==> src/rtl/rackbus_pkg.sv <==
// Shared rackbus definitions for the TURFIO-side sequencer and the SURF-side receiver.
// Optional feature macro used by the sequencer: RACKBUS_RETRAIN_EN.
package rackbus_pkg;

    typedef enum logic [2:0] {
        S_WAITLOCK = 3'd0,
        S_CLKRST   = 3'd1,
        S_IORST    = 3'd2,
        S_TRAIN    = 3'd3,
        S_RUN      = 3'd4
    } rackbus_seq_state_t;

    localparam int unsigned RACKBUS_WORD_W = 6;
    localparam int unsigned RACKBUS_CMD_W  = 24;
    localparam int unsigned RACKBUS_BEATS  = 4;

    localparam logic [RACKBUS_WORD_W-1:0] RACKBUS_TRAIN_PATTERN = 6'b011001;
    localparam logic [RACKBUS_WORD_W-1:0] RACKBUS_IDLE_PATTERN  = 6'b000000;

    // Beat 0 is the most significant 6 bits of the command.
    function automatic logic [RACKBUS_WORD_W-1:0] rackbus_beat_word(
        input logic [RACKBUS_CMD_W-1:0] cmd,
        input logic [1:0]               idx
    );
        logic [RACKBUS_WORD_W-1:0] w;
        case (idx)
            2'd0:    w = cmd[23:18];
            2'd1:    w = cmd[17:12];
            2'd2:    w = cmd[11:6];
            default: w = cmd[5:0];
        endcase
        return w;
    endfunction

endpackage

==> src/rtl/rackbus_cmd_serializer.sv <==
// Command holding register and beat counter; produces next-cycle word/ready for the sequencer
// to register. Used by rackbus_out_sequencer (optional macro RACKBUS_RETRAIN_EN drives 'stop').
module rackbus_cmd_serializer
    import rackbus_pkg::*;
#(
    parameter logic [5:0] IDLE_PATTERN = RACKBUS_IDLE_PATTERN
) (
    input  logic        clk,
    input  logic        reset,
    input  logic        run,
    input  logic        stop,
    input  logic [23:0] cmd,
    input  logic        cmd_valid,
    input  logic        cmd_ready,
    output logic [5:0]  word_next,
    output logic        ready_next,
    output logic        busy_next
);

    logic [23:0] hold, hold_n;
    logic [1:0]  beat, beat_n;
    logic        active, active_n;
    logic        accept;

    assign accept = cmd_valid && cmd_ready && run;

    // busy_next deliberately ignores 'run' so the sequencer FSM can use it without a loop.
    assign busy_next = (cmd_valid && cmd_ready) || (active && (beat != 2'd3));

    always_comb begin
        hold_n   = hold;
        beat_n   = beat;
        active_n = active;
        if (!run) begin
            active_n = 1'b0;
            beat_n   = 2'd0;
        end else if (accept) begin
            hold_n   = cmd;
            active_n = 1'b1;
            beat_n   = 2'd0;
        end else if (active && (beat != 2'd3)) begin
            beat_n = beat + 2'd1;
        end else begin
            active_n = 1'b0;
            beat_n   = 2'd0;
        end
    end

    always_comb begin
        word_next  = active_n ? rackbus_beat_word(hold_n, beat_n) : IDLE_PATTERN;
        ready_next = run && !stop && (!active_n || (beat_n == 2'd3));
    end

    always_ff @(posedge clk) begin
        if (reset) begin
            hold   <= '0;
            beat   <= '0;
            active <= 1'b0;
        end else begin
            hold   <= hold_n;
            beat   <= beat_n;
            active <= active_n;
        end
    end

endmodule

==> src/rtl/rackbus_out_sequencer.sv <==
// TURFIO->SURF rackbus output bring-up sequencer: OSERDES reset release, training, command beats.
// Define RACKBUS_RETRAIN_EN to add the retrain_i port and in-band retraining from S_RUN.
module rackbus_out_sequencer
    import rackbus_pkg::*;
#(
    parameter int unsigned CLK_RST_CYCLES = 16,
    parameter int unsigned IO_RST_CYCLES  = 16,
    parameter int unsigned TRAIN_CYCLES   = 1024,
    parameter logic [5:0]  TRAIN_PATTERN  = RACKBUS_TRAIN_PATTERN,
    parameter logic [5:0]  IDLE_PATTERN   = RACKBUS_IDLE_PATTERN
) (
    input  logic        clk,
    input  logic        reset,
    input  logic        locked_i,
    input  logic [23:0] cmd_i,
    input  logic        cmd_valid_i,
`ifdef RACKBUS_RETRAIN_EN
    input  logic        retrain_i,
`endif
    output logic        cmd_ready_o,
    output logic [5:0]  data_o,
    output logic        clk_reset_o,
    output logic        io_reset_o,
    output logic        link_ready_o
);

    localparam int unsigned MAX_A   = (CLK_RST_CYCLES > IO_RST_CYCLES) ? CLK_RST_CYCLES : IO_RST_CYCLES;
    localparam int unsigned MAX_CYC = (MAX_A > TRAIN_CYCLES) ? MAX_A : TRAIN_CYCLES;
    localparam int unsigned CNT_W   = $clog2(MAX_CYC + 1);

    rackbus_seq_state_t state, state_n;
    logic [CNT_W-1:0]   cnt, cnt_n;
    logic               run, retrain_req;
    logic [5:0]         ser_word_next;
    logic               ser_ready_next, ser_busy_next;

`ifdef RACKBUS_RETRAIN_EN
    logic retrain_pend;
    assign retrain_req = (state == S_RUN) && (retrain_i || retrain_pend);
`else
    assign retrain_req = 1'b0;
`endif

    always_comb begin
        state_n = state;
        case (state)
            S_WAITLOCK: if (locked_i) state_n = S_CLKRST;
            S_CLKRST:   if (cnt == '0) state_n = S_IORST;
            S_IORST:    if (cnt == '0) state_n = S_TRAIN;
            S_TRAIN:    if (cnt == '0) state_n = S_RUN;
            S_RUN:      if (retrain_req && !ser_busy_next) state_n = S_TRAIN;
            default:    state_n = S_WAITLOCK;
        endcase
        if ((state != S_WAITLOCK) && !locked_i) state_n = S_WAITLOCK;
        if (reset) state_n = S_WAITLOCK;
    end

    always_comb begin
        cnt_n = cnt;
        if (state_n != state) begin
            case (state_n)
                S_CLKRST: cnt_n = CNT_W'(CLK_RST_CYCLES - 1);
                S_IORST:  cnt_n = CNT_W'(IO_RST_CYCLES - 1);
                S_TRAIN:  cnt_n = CNT_W'(TRAIN_CYCLES - 1);
                default:  cnt_n = '0;
            endcase
        end else if (cnt != '0) begin
            cnt_n = cnt - 1'b1;
        end
    end

    assign run = (state_n == S_RUN);

    rackbus_cmd_serializer #(
        .IDLE_PATTERN (IDLE_PATTERN)
    ) u_ser (
        .clk        (clk),
        .reset      (reset),
        .run        (run),
        .stop       (retrain_req),
        .cmd        (cmd_i),
        .cmd_valid  (cmd_valid_i),
        .cmd_ready  (cmd_ready_o),
        .word_next  (ser_word_next),
        .ready_next (ser_ready_next),
        .busy_next  (ser_busy_next)
    );

    // Outputs are registered from the next state so they line up with the state they describe.
    always_ff @(posedge clk) begin
        if (reset) begin
            state        <= S_WAITLOCK;
            cnt          <= '0;
            clk_reset_o  <= 1'b1;
            io_reset_o   <= 1'b1;
            data_o       <= '0;
            cmd_ready_o  <= 1'b0;
            link_ready_o <= 1'b0;
        end else begin
            state        <= state_n;
            cnt          <= cnt_n;
            clk_reset_o  <= (state_n == S_WAITLOCK) || (state_n == S_CLKRST);
            io_reset_o   <= (state_n == S_WAITLOCK) || (state_n == S_CLKRST) || (state_n == S_IORST);
            cmd_ready_o  <= ser_ready_next;
            link_ready_o <= run && !retrain_req;
            if (state_n == S_TRAIN)
                data_o <= TRAIN_PATTERN;
            else if (state_n == S_RUN)
                data_o <= ser_word_next;
            else
                data_o <= '0;
        end
    end

`ifdef RACKBUS_RETRAIN_EN
    always_ff @(posedge clk) begin
        if (reset)
            retrain_pend <= 1'b0;
        else
            retrain_pend <= retrain_req && (state_n == S_RUN);
    end
`endif

endmodule
==> config.mk <==
export PLATFORM = sky130hd
export DESIGN_NAME = rackbus_out_sequencer
export DESIGN_NICKNAME = d
export VERILOG_FILES = /design/src/rtl/rackbus_pkg.sv /design/src/rtl/rackbus_cmd_serializer.sv /design/src/rtl/rackbus_out_sequencer.sv
export SDC_FILE = /design/constraint.sdc
export NUM_CORES = 1
export LEC_CHECK = 0
export CAP_MARGIN = 20
export CORE_MARGIN = 5
export CORE_UTILIZATION = 52
export CTS_CLUSTER_DIAMETER = 200
export DETAILED_ROUTE_END_ITERATION = 8
export PLACE_DENSITY = 0.75
export SLEW_MARGIN = 0
export SYNTH_ARGS = -nofsm -noshare
export SYNTH_HDL_FRONTEND = slang
export SYNTH_SLANG_ARGS = --single-unit
==> constraint.sdc <==
create_clock -name clk -period 3 [get_ports clk]
set_input_delay 0.6 -clock clk [delete_from_list [all_inputs] [get_ports clk]]
set_output_delay 0.6 -clock clk [all_outputs]
set_load 0.05 [all_outputs]
# ---- After elaboration in Yosys (flattened, before gate mapping)
# Index checks and enable logic that the tools add are counted.
dict set report word_totals {
  ff_bits 51
  word_cells 69
  inputBits 28
  output_inout_bits 10
}
dict set report op_classes {
  addsub 2
  n_bitwise 2
  mux 22
  n_eq_ne 13
  reduce_logical 19
}
# op count
set op_table {}
lappend op_table {{2-to-1 mux 24 bit} 2}
lappend op_table {{2-to-1 mux 11 bit} 2}
lappend op_table {{case mux 10 bit (2 select lines)} 1}
lappend op_table {{2-to-1 mux 3 bit} 6}
lappend op_table {{case mux 6 bit (3 select lines)} 1}
lappend op_table {{2-to-1 mux 5 bit} 3}
lappend op_table {{case mux 3 bit (5 select lines)} 1}
lappend op_table {{equality test 3 x 2 -> 1 bit (second input constant)} 4}
lappend op_table {{zero test 11 bit} 1}
lappend op_table {{nonzero test 11 bit} 1}
lappend op_table {{subtractor 11 x 1 -> 11 bit (second input constant)} 1}
lappend op_table {{equality test 3 x 1 -> 1 bit (second input constant)} 2}
lappend op_table {{equality test 3 bit (second input constant)} 2}
lappend op_table {{zero test 3 bit} 2}
lappend op_table {{2-to-1 mux 2 bit} 3}
lappend op_table {{logical AND 1 bit} 5}
lappend op_table {{equality test 2 bit (second input constant)} 2}
lappend op_table {{OR reduction 4 bit} 1}
lappend op_table {{logical OR 1 bit} 3}
lappend op_table {{2-to-1 mux 1 bit} 3}
lappend op_table {{!= test 3 bit} 1}
lappend op_table {{nonzero test 3 bit} 1}
lappend op_table {{adder 2 x 1 -> 2 bit (second input constant)} 1}
lappend op_table {{equality test 2 x 1 -> 1 bit (second input constant)} 1}
lappend op_table {{6 further kinds} 8}

# ---- Logic depth before layout (Yosys ltp)
# Gate-level depths: netlist of the first run.
dict set report depth {
  word_depth 14
  ltp_mapped 8
  mapped_depth_nobuf 8
}

# ---- By module
# From an unflattened synthesis of the first run, not the netlist that was laid out.
dict set report unflattened {
  hier_cells 260
  hier_area_um2 2423.6
}
# mod cells_each n_inst area_each_um2 seq_area_each_um2
set by_module_without_submodules {}
lappend by_module_without_submodules {rackbus_cmd_serializer 127 1 1278.7 540.5}
lappend by_module_without_submodules {rackbus_out_sequencer 133 1 1144.8 480.5}

# ---- Worst setup path before layout of the first run
# OpenSTA, ideal clock, no wires.
dict set report synth_timing {
  path_type {register to register}
  from {reg cnt[0]}
  to {reg u_ser.hold[10]}
  arrival_time_ns 2.073
  stages_incl_launch_ff 9
  path_slack_ns 0.800
  setup_time_ns 0.128
  required_ns 2.872
  synth_period_minus_slack_ns 2.200
  path_buffers 1
  cell_sequence {dfxtp_1 -> inv_1 -> ha_1 -> nor3b_2 -> a41oi_4 -> nor4_4 -> buf_6 -> mux2i_1 -> nor2_1}
}
dict set report synth_between {
  elab_chain_len 9
  word_cells_on_any_way 11
  classes_between {eq/ne (1); mux (8); reduce/logical (2)}
}
# item line_no
set synth_lines {}
lappend synth_lines {{from (decl)} rackbus_out_sequencer.sv:32} ;# logic [CNT_W-1:0] cnt, cnt_n;
lappend synth_lines {{from (signal assigned)} rackbus_out_sequencer.sv:101} ;# cnt <= cnt_n;
lappend synth_lines {{zero test 11 bit *} {rackbus_out_sequencer.sv:48, rackbus_out_sequencer.sv:49, rackbus_out_sequencer.sv:50}}
lappend synth_lines {{2-to-1 mux 3 bit (on tied branches)} {rackbus_out_sequencer.sv:50, rackbus_out_sequencer.sv:48, rackbus_out_sequencer.sv:49}}
lappend synth_lines {{case mux 3 bit (5 select lines) *} rackbus_out_sequencer.sv:46} ;# case (state)
lappend synth_lines {{2-to-1 mux 3 bit *} rackbus_out_sequencer.sv:54} ;# if ((state != S_WAITLOCK) && !locked_i) state_n = S_WAITLOCK;
lappend synth_lines {{2-to-1 mux 3 bit *} rackbus_out_sequencer.sv:55} ;# if (reset) state_n = S_WAITLOCK;
lappend synth_lines {{equality test 3 bit *} rackbus_out_sequencer.sv:72} ;# assign run = (state_n == S_RUN);
lappend synth_lines {{logical AND 1 bit} rackbus_cmd_serializer.sv:25} ;# assign accept = cmd_valid && cmd_ready && run;
lappend synth_lines {{2-to-1 mux 24 bit} rackbus_cmd_serializer.sv:37} ;# end else if (accept) begin
lappend synth_lines {{2-to-1 mux 24 bit *} rackbus_cmd_serializer.sv:34} ;# if (!run) begin
lappend synth_lines {{to (signal assigned)} rackbus_cmd_serializer.sv:60} ;# hold <= hold_n;
lappend synth_lines {{to (decl)} rackbus_cmd_serializer.sv:20} ;# logic [23:0] hold, hold_n;
# Mark *: on every way between the ends. The rest lies on a longest branch, timed or not.
# A chain may end at the register's enable or synchronous reset.

# ---- Final worst setup path of the first run
dict set report layout_timing {
  from {reg cnt[0]}
  to {reg data_o[5]}
}
dict set report layout_between {
  elab_chain_len 11
  word_cells_on_any_way 23
  classes_between {eq/ne (4); mux (13); bitwise (2); reduce/logical (4)}
}
# item line_no
set layout_lines {}
lappend layout_lines {{zero test 11 bit *} {rackbus_out_sequencer.sv:48, rackbus_out_sequencer.sv:49, rackbus_out_sequencer.sv:50}}
lappend layout_lines {{2-to-1 mux 3 bit (on tied branches)} {rackbus_out_sequencer.sv:50, rackbus_out_sequencer.sv:48, rackbus_out_sequencer.sv:49}}
lappend layout_lines {{case mux 3 bit (5 select lines) *} rackbus_out_sequencer.sv:46}
lappend layout_lines {{2-to-1 mux 3 bit *} rackbus_out_sequencer.sv:54}
lappend layout_lines {{2-to-1 mux 3 bit *} rackbus_out_sequencer.sv:55}
lappend layout_lines {{equality test 3 bit} {rackbus_out_sequencer.sv:72, rackbus_out_sequencer.sv:108}}
lappend layout_lines {{logical AND 1 bit} rackbus_cmd_serializer.sv:25}
lappend layout_lines {{2-to-1 mux 2 bit / 2-to-1 mux 1 bit (equally long branches)} rackbus_cmd_serializer.sv:37}
lappend layout_lines {{2-to-1 mux 2 bit / 2-to-1 mux 1 bit (equally long branches)} rackbus_cmd_serializer.sv:34}
lappend layout_lines {{equality test 2 bit, or another cell as far along} rackbus_pkg.sv:26} ;# case (idx)
lappend layout_lines {{case mux 6 bit (3 select lines) / OR reduction 4 bit (equally long branches)} -}
lappend layout_lines {{to (signal assigned)} rackbus_out_sequencer.sv:109} ;# data_o <= ser_word_next;
lappend layout_lines {{to (decl)} rackbus_out_sequencer.sv:21} ;# output logic [5:0] data_o,
# Marks and branches as above.

==> results of run 1 <==
[critical path, stage by stage (launching register included)]
cell       delay [ns]
dfxtp_1          0.36
inv_1            0.07
ha_1             0.17
nor3b_2          0.18
buf_4            0.19
a41oi_4          0.15
or3_1            0.46
inv_1            0.23
o2111ai_1        0.17
nor3_1           0.22
[final timing paths]
| path | slack [ns] | to | cells past startpoint | startpoint |
|---|---|---|---|---|
| min | 0.50 | u_ser.hold[14] | 2 | u_ser.hold[14] |
| max | 0.72 | data_o[5] | 9 | cnt[0] |
| max reg2reg | 0.72 | data_o[5] | 9 | cnt[0] |
| min reg2reg | 0.50 | u_ser.hold[14] | 2 | u_ser.hold[14] |
[Yosys cell counts (2+ instances only)]
library cell | n | area share [%]
nor4_4 | 2 | 1.8
nor4_1 | 2 | 0.54
inv_1 | 5 | 0.81
and2_1 | 2 | 0.54
a21oi_2 | 2 | 0.76
ha_1 | 2 | 1.1
mux2i_1 | 26 | 11
or3_1 | 6 | 1.6
o2111ai_1 | 2 | 0.76
nor2b_1 | 4 | 1.1
buf_1 | 2 | 0.33
nor3_1 | 6 | 1.3
and3_1 | 3 | 0.81
nand4b_1 | 2 | 0.76
nand2b_1 | 4 | 1.1
or4_1 | 4 | 1.3
o22ai_1 | 2 | 0.54
nand2_1 | 13 | 2.1
xor2_1 | 3 | 1.1
dfxtp_1 | 51 | 44
a211o_1 | 4 | 1.5
nand4_1 | 2 | 0.54
xnor2_1 | 5 | 1.9
buf_6 | 2 | 0.98
nor2_1 | 36 | 5.9
a22o_1 | 3 | 1.1
a31oi_1 | 2 | 0.54
a222oi_1 | 2 | 0.87
clkbuf_1 | 6 | 0.98
a21oi_1 | 17 | 3.7
o21ai_0 | 3 | 0.65
nand3_1 | 4 | 0.87
[report_power, final]
| group | leakage [nW] | switching (mW) | internal (mW) | total [mW] |
|---|---|---|---|---|
| registers | 0.413 | 0.0946 | 0.748 | 0.843 |
| clock network | 0.0470 | 0.213 | 0.181 | 0.394 |
| logic | 0.538 | 0.373 | 0.336 | 0.709 |
| total | 0.998 | 0.680 | 1.27 | 1.95 |
[cell families after synthesis]
| logic type | Yosys count | synth area share [%] |
|---|---|---|
| flip-flops | 51 | 44.2 |
| adder cells (fa/ha/maj) | 2 | 1.08 |
| AO/OA/AOI/OAI | 44 | 13.9 |
| AND/OR/NAND/NOR | 96 | 22.7 |
| multiplexers | 27 | 11.8 |
| XOR/XNOR | 8 | 3.04 |
| buffers and inverters | 16 | 3.31 |
[per-layer routing]
metal  track usage (%)  part of all wire, %
met1              23.1                   45
met2              28.6                   48
met3              4.37                  4.4
met4              5.77                  2.0
met5                 0                    0
[state kept, by name (all words and copies together) (netlist names)]
signal	cells
u_ser.hold	24
cnt	11
data_o	6
state	3
u_ser.beat	2
clk_reset_o	1
cmd_ready_o	1
io_reset_o	1
link_ready_o	1
u_ser.active	1
[final cells by class]
cell class | count | area [µm²]
well taps | 52 | 65.1
multi-input cells | 177 | 1210
inverters | 5 | 18.8
repair buffers | 42 | 408
clock buffers | 6 | 82.6
fillers | 378 | 1510
clock inverters | 1 | 5.00
flip-flops and latches | 51 | 1020
[stage by stage]
| step | hold slack, ns | worst slack (ns) |
|---|---|---|
| after global routing | 0.541 | 0.542 |
| after global placement | 0.472 | 0.532 |
| after CTS | 0.506 | 0.695 |
| after detailed placement | 0.484 | 0.524 |
| after floorplan | 0.451 | 0.800 |
| final | 0.499 | 0.723 |
==> run_results.csv, run 1 <==
group,metric,value,unit
finish,instances_no_fill,334,
pwr,power-per-cell-area,692,mW/mm²
grt,grt_usage,17.7,%
critical_path,endpoint_kind,"flop",
status,outcome,"finished clean",
finish,layout_common_cells,"dfxtp_1 (51), clkdlybuf4s50_1 (37), nor2_1 (36)",
critical_path,setup.worst_path.start_class,"flop",
placed_design,gp_congestion,0.825,
pwr,leakage,0.998,nW
critical_path,cp.arrival,2.49,ns
cts,cts_tree,"done",
finish,antennaDiodeCount,0,
cts,cts_setup_buffers,0,
route,vias,1903,
pwr,finalPower,1.95,mW
cts,clkLatencyLatePin,0.30,ns
finish,final_core_util,65.0,%
synth,synth-edff-count,0,
finish,final_common_cell,"dfxtp_1",
synth,avgSynthCellArea,9.46,µm²
die,die_w,76.6,µm
die,die_y,76.6,µm
grt,grt_pass1_wl,8610,µm
sta,finalCriticalPeriod,2.28,ns
cts,cts_root_buf,"clkbuf_8",
die,num_rows,24,
sta,max_slew_margin,61.1,%
route,drc,0,
die,core_area,0.00432,mm²
synth,yosysWarnings,0,
synth,synth_nets,274,
cts,cts_max_path_buffers,2,
critical_path,cp.required,3.21,ns
route,vias_per_cell,5.70,
synth,synth_seq_cells,51,
sta,fin_setup_tns,0,ns
sta,setup_viol_count_final,0,
cts,hold_buffers,0,
grt,antenna_found_initial,0,
synth,syn_inst,244,
cts,cts-htree-levels,2,
placed_design,dp_hpwl,3650,µm
grt,grt_max_degree,25,
route,drt_wl_total,5080,µm
worst_hold_path,hold_path_class,"flop to flop",
sta,finalClockSkew,0.00842,ns
finish,drive_gt1_share,7.80,%
placed_design,numPortBuffers,37,
synth,seq_area_frac_synth,44.2,%
die,io_pins,38,
sta,worstMarginPinSlew,0.581,ns
cts,cts.reportedPaths.clkPinSlew,0.09,ns
synth,ys_async_sr_fraction,0,%
pwr,ir_drop,0.000339,V
synth,syn_area,0.00231,mm²
route,first_pass_iters,4,
critical_path,worst-path-max-fanout,7,
die,dieArea,0.00587,mm²
finish,nNetsFinal,312,
finish,area_growth_syn_to_layout,21.8,%
grt,grt_pass1_vias,1799,
placed_design,postPlaceCellArea,0.00272,mm²
cts,cts_resized,0,
placed_design,dp_cells,327,
finish,fin_area,0.00281,mm²
sta,hold_violations,0,
route,ant_nets,0,
grt,grt-ovfl-total,0,
die,start_util,53.4,%
synth,synth_cell_type_count,47,
route,wire_per_inst,15.2,µm
flow_run,max_cap_viol_count,0,
sta,clock.fmax,0.439,GHz
synth,synth_flop_cell,"dfxtp_1",
sta,maxSlewViolCount,0,
cts,cts.sinks,51,
sta,grt_setup_unrepaired,"no",
critical_path,timing_worst_setup_path_type,"flop to flop",
route,drt_iter0_drc,123,
cts,cts_buffers,5,
sta,period_share,75.9,%
Power figures use the tool's default switching activity.
==> run 2: changes to the inputs <==
Clock period 3 ns to 2.1 ns, I/O delays scaled along.
==> run_results.csv, run 2 (synthesized netlist as in run 1, its figures left out) <==
group,metric,value,unit
finish,layout_common_cells,"dfxtp_1 (49), clkdlybuf4s50_1 (37), nor2_1 (36)",
finish,ff_latch_area,0.00102,mm²
finish,fill_cells,356,
grt,grt_usage,17.9,%
grt,grt_max_degree,25,
sta,maxSlewViolCount,0,
sta,worstMarginPinSlew,0.596,ns
cts,cts.reportedPaths.clkPinSlew,0.10,ns
die,core_area,0.00432,mm²
cts,clkLatencyLatePin,0.30,ns
route,vias_per_cell,5.43,
die,start_util,53.4,%
die,num_rows,24,
finish,antennaDiodeCount,0,
sta,fin_setup_tns,0,ns
sta,finalCriticalPeriod,1.96,ns
die,io_pins,38,
critical_path,crit_path_start,"cnt[0]",
pwr,leakage,1.10,nW
sta,grt_setup_unrepaired,"no",
cts,cts-htree-levels,2,
critical_path,cp.arrival,2.20,ns
finish,nNetsFinal,331,
grt,grt-ovfl-total,0,
placed_design,numPortBuffers,37,
critical_path,worst-path-max-fanout,6,
cts,cts_root_buf,"clkbuf_8",
route,vias,1922,
die,die_w,76.6,µm
placed_design,dp_hpwl,3900,µm
cts,cts.sinks,51,
pwr,ir_drop,0.000436,V
critical_path,endpoint_kind,"flop",
critical_path,r2r-end,"data_o[3]",
route,drt_iter0_drc,107,
critical_path,cp.required,2.34,ns
sta,finalClockSkew,0.0114,ns
critical_path,timing_worst_setup_path_type,"flop to flop",
cts,hold_buffers,0,
die,dieArea,0.00587,mm²
critical_path,rr_worst_depth,9,
route,first_pass_iters,4,
placed_design,gp_congestion,0.783,
status,outcome,"finished clean",
cts,cts_buffers,5,
finish,largest-register,"u_ser.hold",
sta,holdWs,0.496,ns
route,dr_wl_met2,2750,µm
cts,cts_max_path_buffers,2,
worst_hold_path,hold_path_class,"flop to flop",
finish,multiInputGateArea,0.00124,mm²
sta,clock.fmax,0.510,GHz
cts,cts_tree,"done",
sta,hold_violations,0,
grt,grt_pass1_vias,1938,
flow_run,max_cap_viol_count,0,
placed_design,place_ws,-0.121,ns
critical_path,r2r-start,"cnt[0]",
route,wire_per_inst,14.5,µm
finish,final_core_util,69.6,%
die,die_y,76.6,µm
route,drt_wl_total,5150,µm
grt,grt_pass1_wl,8670,µm
route,wl_met3,240,µm
pwr,finalPower,3.05,mW
sta,setup_slack,0.140,ns
sta,setup_viol_count_final,0,
finish,top_regs,"u_ser.hold x24, cnt x11, data_o x6",
sta,max_slew_margin,60.1,%
route,drc,0,
pwr,power-per-cell-area,1010,mW/mm²
sta,period_share,93.3,%
finish,area_growth_syn_to_layout,30.5,%
route,top_layer,"met4",
finish,largest_reg_flops,24,
finish,final_common_cell,"dfxtp_1",
grt,antenna_found_initial,0,
critical_path,cp-endpoint,"data_o[3]",
critical_path,r2r_slack,0.14,ns
route,ant_nets,0,
route,wl_met1,2140,µm
finish,drive_gt1_share,16.6,%
critical_path,setup.worst_path.start_class,"flop",
-- run 2: worst max-delay path: stages (launching register included) --
cell and delay [ns]:
dfxtp_2 0.36, inv_2 0.06, ha_4 0.12, nor3b_4 0.24, buf_4 0.19, and3_1 0.24, mux2i_2 0.30, buf_4 0.18
o22ai_1 0.09, a21oi_2 0.10
-- run 2: how the worst min path moves through the flow --
stage,startpoint,end,slack (ns),cells after the start
2_1_floorplan,u_ser.hold[11],u_ser.hold[11],0.45,2
3_3_place_gp,u_ser.hold[20],u_ser.hold[20],0.47,2
3_5_place_dp,u_ser.hold[18],u_ser.hold[18],0.48,2
4_1_cts,u_ser.hold[18],u_ser.hold[18],0.50,2
5_1_grt,u_ser.hold[20],u_ser.hold[20],0.53,2
6_report,u_ser.hold[20],u_ser.hold[20],0.50,2
-- run 2: final cells by class --
class	count	area share, %
clock buffer	6	2.74
clock inverter	2	0.540
inverter	5	0.623
multi-input combinational	177	41.3
sequential	51	34.0
tap	52	2.16
timing repair buffer	61	18.7
-- run 2: timing repair --
item,in CTS,in global routing
buffers inserted,0,1
endpoints found under the hold margin,0,0
gates resized for setup,0,3
setup endpoints to repair,0,3
-- run 2: where the power goes --
group,switching (mW),internal [mW]
sequential,0.137,1.07
clock,0.323,0.269
combinational,0.604,0.638
-- run 2: through the flow --
stage / std cells / area, µm²
2_1_floorplan: 244 / 2330
3_3_place_gp: 345 / 2890
3_5_place_dp: 345 / 2890
4_1_cts: 353 / 2990
5_1_grt: 354 / 3010
6_report: 354 / 3010
-- run 2: routing by layer --
layer | global-route usage, % | vias to the layer above
li1 | - | 990
met1 | 20.0 | 877
met2 | 33.5 | 53
met3 | 4.49 | 2
met4 | 4.37 | 0
met5 | 0 | -
